<file path="src/rtl/fifo_ext.sv">
// Synchronous FIFO with occupancy count, almost-full/empty thresholds, optional FWFT read and sticky errors.
// Write visible from the same edge; registered read adds one edge (FWFT: none); full/empty reject ops and set errors.
module fifo_ext #(
  parameter int WORD_BITS = 8,
  parameter int ADDR_BITS = 4,
  parameter int FWFT      = 0,
  parameter int AF_THRESH = 2**ADDR_BITS-1,
  parameter int AE_THRESH = 1
) (
  input  logic                 clk,
  input  logic                 reset,
  input  logic                 write,
  input  logic [WORD_BITS-1:0] wdata,
  input  logic                 read,
  input  logic                 clear_err,
  output logic [WORD_BITS-1:0] rdata,
  output logic                 empty,
  output logic                 full,
  output logic                 almost_empty,
  output logic                 almost_full,
  output logic [ADDR_BITS:0]   count,
  output logic                 overflow,
  output logic                 underflow
);

  localparam int DEPTH = 1 << ADDR_BITS;
  localparam logic [ADDR_BITS:0] DEPTH_C = (ADDR_BITS+1)'(DEPTH);
  localparam logic [ADDR_BITS:0] AF_C    = (ADDR_BITS+1)'(AF_THRESH);
  localparam logic [ADDR_BITS:0] AE_C    = (ADDR_BITS+1)'(AE_THRESH);

  logic [WORD_BITS-1:0] mem [DEPTH];
  logic [ADDR_BITS:0]   wptr, rptr;
  logic                 rd_ok, wr_ok;

  assign empty        = (count == '0);
  assign full         = (count == DEPTH_C);
  assign almost_empty = (count <= AE_C);
  assign almost_full  = (count >= AF_C);

  // A pop on a full FIFO frees the slot the simultaneous push needs.
  assign rd_ok = read & ~empty;
  assign wr_ok = write & (~full | rd_ok);

  always_ff @(posedge clk) begin
    if (wr_ok) mem[wptr[ADDR_BITS-1:0]] <= wdata;
  end

  always_ff @(posedge clk or negedge reset) begin
    if (!reset) begin
      wptr  <= '0;
      rptr  <= '0;
      count <= '0;
    end else begin
      if (wr_ok) wptr <= wptr + 1'b1;
      if (rd_ok) rptr <= rptr + 1'b1;
      case ({wr_ok, rd_ok})
        2'b10:   count <= count + 1'b1;
        2'b01:   count <= count - 1'b1;
        default: count <= count;
      endcase
    end
  end

  // A new error in the same cycle as clear_err takes priority.
  always_ff @(posedge clk or negedge reset) begin
    if (!reset) begin
      overflow  <= 1'b0;
      underflow <= 1'b0;
    end else begin
      if (write && !wr_ok)  overflow <= 1'b1;
      else if (clear_err)   overflow <= 1'b0;
      if (read && !rd_ok)   underflow <= 1'b1;
      else if (clear_err)   underflow <= 1'b0;
    end
  end

  generate
    if (FWFT != 0) begin : g_fwft
      assign rdata = mem[rptr[ADDR_BITS-1:0]];
    end else begin : g_reg
      logic [WORD_BITS-1:0] rdata_q;
      always_ff @(posedge clk or negedge reset) begin
        if (!reset)     rdata_q <= '0;
        else if (rd_ok) rdata_q <= mem[rptr[ADDR_BITS-1:0]];
      end
      assign rdata = rdata_q;
    end
  endgenerate

endmodule

</file>
<file path="config.mk">
export PLATFORM = sky130hd
export DESIGN_NAME = fifo_ext
export DESIGN_NICKNAME = d
export VERILOG_FILES = /design/src/rtl/fifo_ext.sv
export SDC_FILE = /design/constraint.sdc
export NUM_CORES = 1
export LEC_CHECK = 0
export BUFFER_PORTS_ARGS = -buffer_cell sky130_fd_sc_hd__clkbuf_2
export CORE_MARGIN = 2
export CORE_UTILIZATION = 40
export CTS_CLUSTER_SIZE = 24
export DETAILED_ROUTE_END_ITERATION = 16
export HOLD_SLACK_MARGIN = 0.1
export PLACE_DENSITY = 0.58
export SLEW_MARGIN = 20
export SYNTH_ARGS = -nofsm -noshare
export SYNTH_HDL_FRONTEND = slang
export SYNTH_SLANG_ARGS = --single-unit
</file>
<file path="constraint.sdc">
create_clock -name clk -period 6.9 [get_ports clk]
set_input_delay 0.345 -clock clk [delete_from_list [all_inputs] [get_ports clk]]
set_output_delay 0.345 -clock clk [all_outputs]
set_load 0.02 [all_outputs]
</file>
==> results.md <==
- Outcome: finished, final reports clean
- Ys flop type: edfxtp_1
- Core area: 15300 µm²
- TritonCTS clock tree: built
- Worst Max-Slew Pin Slew: 1.02 ns
- Grt total ovfl: 0
- Mean area per synthesized cell: between 15 and 20 µm²
- Input/output buffers: 31
- Crit path required time: 6.93 ns
- Drt first pass iters: 4
- Max_slew headroom: 0.314
- PwrDens: 420 nW/µm²
- Post-synth cell types: 40
- Crit. Startpoint: count[0]
- Post-synthesis sequential area ratio: 0.707
- DP HPWL: roughly 7400 µm
- Row cnt: 45
- Post-synth ARST share: 0.152
- Worst Clk Skew: approximately 0.0074 ns
- CTS Buf Count: 17
- Share of layout cells above drive strength 1: 0.280
- First-pass GRT wire length: approximately 18000 µm
- Final Hold Viols: 0
- GRT Total Usage: 0.150
- I/O pin count: 32
- Placer Congestion: around 0.78
- Largest net degree at the start of global routing: 35
- Critical path arrival: ~2.7 ns
- Comb power frac: 0.293
- # H-tree levels: 4
- CTS max path bufs: 2
- Worst r2r src: count[0]
- Die ar.: between 15000 and 20000 µm²
- DP Worst Slack: 4.11 ns
- Final Setup Violations: 0
- Total number of vias: between 2000 and 3000
- Post-Syn Instances: 330
- MaxCap Viol Count: 0
- CTS clock-pin slew for the worst setup and hold paths: roughly 0.060 ns
- Synthesis Warnings: 0
- Chip height: ~130 µm
- Ant diodes: 0
- Hold Crit Start: read
- Most frequent cells in the layout: edfxtp_1 (128), clkbuf_2 (31), dfrtp_1 (23)
- Period utilisation layout: 0.385
- Psw: around 0.93 mW
- Commonest non-fill, non-tap cell in the layout: edfxtp_1
- Setup WS post-layout: 4.24 ns
- Crit Path Max Fanout: 9
- Setup crit start kind: flip-flop
- Internal: 2.06 mW
- Post-detailed-routing wire length: between 10000 and 15000 µm
- Routed len/inst: about 19 µm
- Vias per cell: a little under 5
- P&R area growth vs syn: 13.9%
- FF/Latch Area: approximately 4400 µm²
- Worst-Skew Late Latency: slightly above 0.4 ns
- CTS root buf: clkbuf_16
- Vias in the first global route: 3066
- Fmax: about 380 MHz
- Pins Over Slew Limit: 0
- Final setup TNS: 0 ns
- EDFF count, synth: 128
- Final nets: between 300 and 400
- Minimum clock period: around 2.7 ns
- Synthesis-stage register bit count: approximately 150
- Cells after DPL: between 500 and 600
- Post-synth design cell area: 6250 µm²
- P_leak: about 2.5 nW
- Hold Crit Class: input pin to flip-flop
- Die X: around 130 µm
- Flop pwr share: 0.414
- VDD IR max: roughly 0.19 mV
- Clk network pwr share: 0.294
- Post-CTS Resized: 0
- # DRC: 0
- Post-Synthesis Net Count: about 350
- Sw Ratio: 0.312
- Fillers: roughly 1300
- Clk sinks: roughly 150
- DRT iter0 DRCs: around 170
- Post-route ant nets: 0
- RSZ-0062 raised after global routing: no
- Initial cell density of the core: 0.410
- Initial antenna violation count: 0
- Worst setup EP type: flip-flop
- Final non-filler cell total: 589
- Area of the multi-input gates: between 1500 and 2000 µm²
- Setup CP Type: flip-flop to flip-flop
-- power by group through the flow --
stage / Sequential (mW) / Clock (mW) / Combinational [mW]
3_3_place_gp: 1.24 / 0 / 0.883
5_1_grt: 1.25 / 0.933 / 0.969
4_1_cts: 1.23 / 0.893 / 0.892
2_1_floorplan: 1.25 / 0 / 0.696
3_5_place_dp: 1.25 / 0 / 0.888
6_report: 1.24 / 0.877 / 0.875
-- sequential cells by signal, indices dropped and copies added, names as in the netlist --
signal,cells
mem,128
rdata,8
count,5
rptr,4
wptr,4
overflow,1
underflow,1
-- path summary, 6_finish.rpt --
path	to	slack [ns]	cells after the start
worst max-delay path	mem[1][4]	4.24	6
worst min-delay path	underflow	0.20	2
worst max register to register	mem[1][4]	4.24	6
worst min register to register	rdata[7]	0.48	2
max in group asynchronous	rdata[7]	6.03	2
min in group asynchronous	count[1]	0.47	2
-- repair_timing --
item                      CTS  global route
hold endpoints to repair   23             0
setup buffers               0             0
hold buffers                1             0
-- synthesized netlist by cell type (all sizes together), types with 3 or more instances --
library cell	number	area, µm²
xnor2	8	70.1
mux2i	17	170
ha	11	138
mux2	8	90.1
nor3	5	30.0
clkbuf	4	18.8
inv	10	37.5
nand4	3	18.8
nor2	17	63.8
nand2	21	78.8
mux4	32	762
o21ai	10	80.1
dfrtp	23	576
edfxtp	128	3840
buf	15	143
-- routing by layer --
| layer | global-route usage | share of wire |
|---|---|---|
| met5 | 0 | 0 |
| met4 | 0.0556 | 0.015 |
| met2 | 0.246 | 0.50 |
| met1 | 0.189 | 0.44 |
| met3 | 0.0446 | 0.048 |
-- cell families after synthesis --
family,synth area share
AO/OA/AOI/OAI,0.0230
AND/OR/NAND/NOR,0.0390
adder cells (fa/ha/maj),0.0220
multiplexers,0.163
flip-flops,0.707
XOR/XNOR,0.0140
buffers and inverters,0.0318
-- critical path, stage by stage, from the launching register on --
cell       delay [ns]
dfrtp_1          0.48
inv_1            0.10
ha_1             0.23
nand4bb_1        0.13
o21a_1           0.36
nand2_1          0.17
nor3_1           0.80
-- stage by stage --
step	hold WS, ns	util	power [mW]	instance area [µm²]
5_1_grt	0.196	0.467	3.15	7120
3_5_place_dp	0.390	0.428	2.14	6530
6_report	0.202	0.467	2.99	7120
2_1_floorplan	0.0494	-	1.95	6250
3_3_place_gp	0.388	0.428	2.13	6530
4_1_cts	0.185	0.466	3.02	7110
-- layout make-up --
type | count | area share
flip-flops and latches | 151 | 0.621
multi-input cells | 150 | 0.232
clock buffers | 18 | 0.0603
well taps | 211 | 0.0371
repair buffers | 35 | 0.0264
clock inverters | 14 | 0.0188
inverters | 10 | 0.00527
Note: power is estimated with default switching activity, not from simulation.
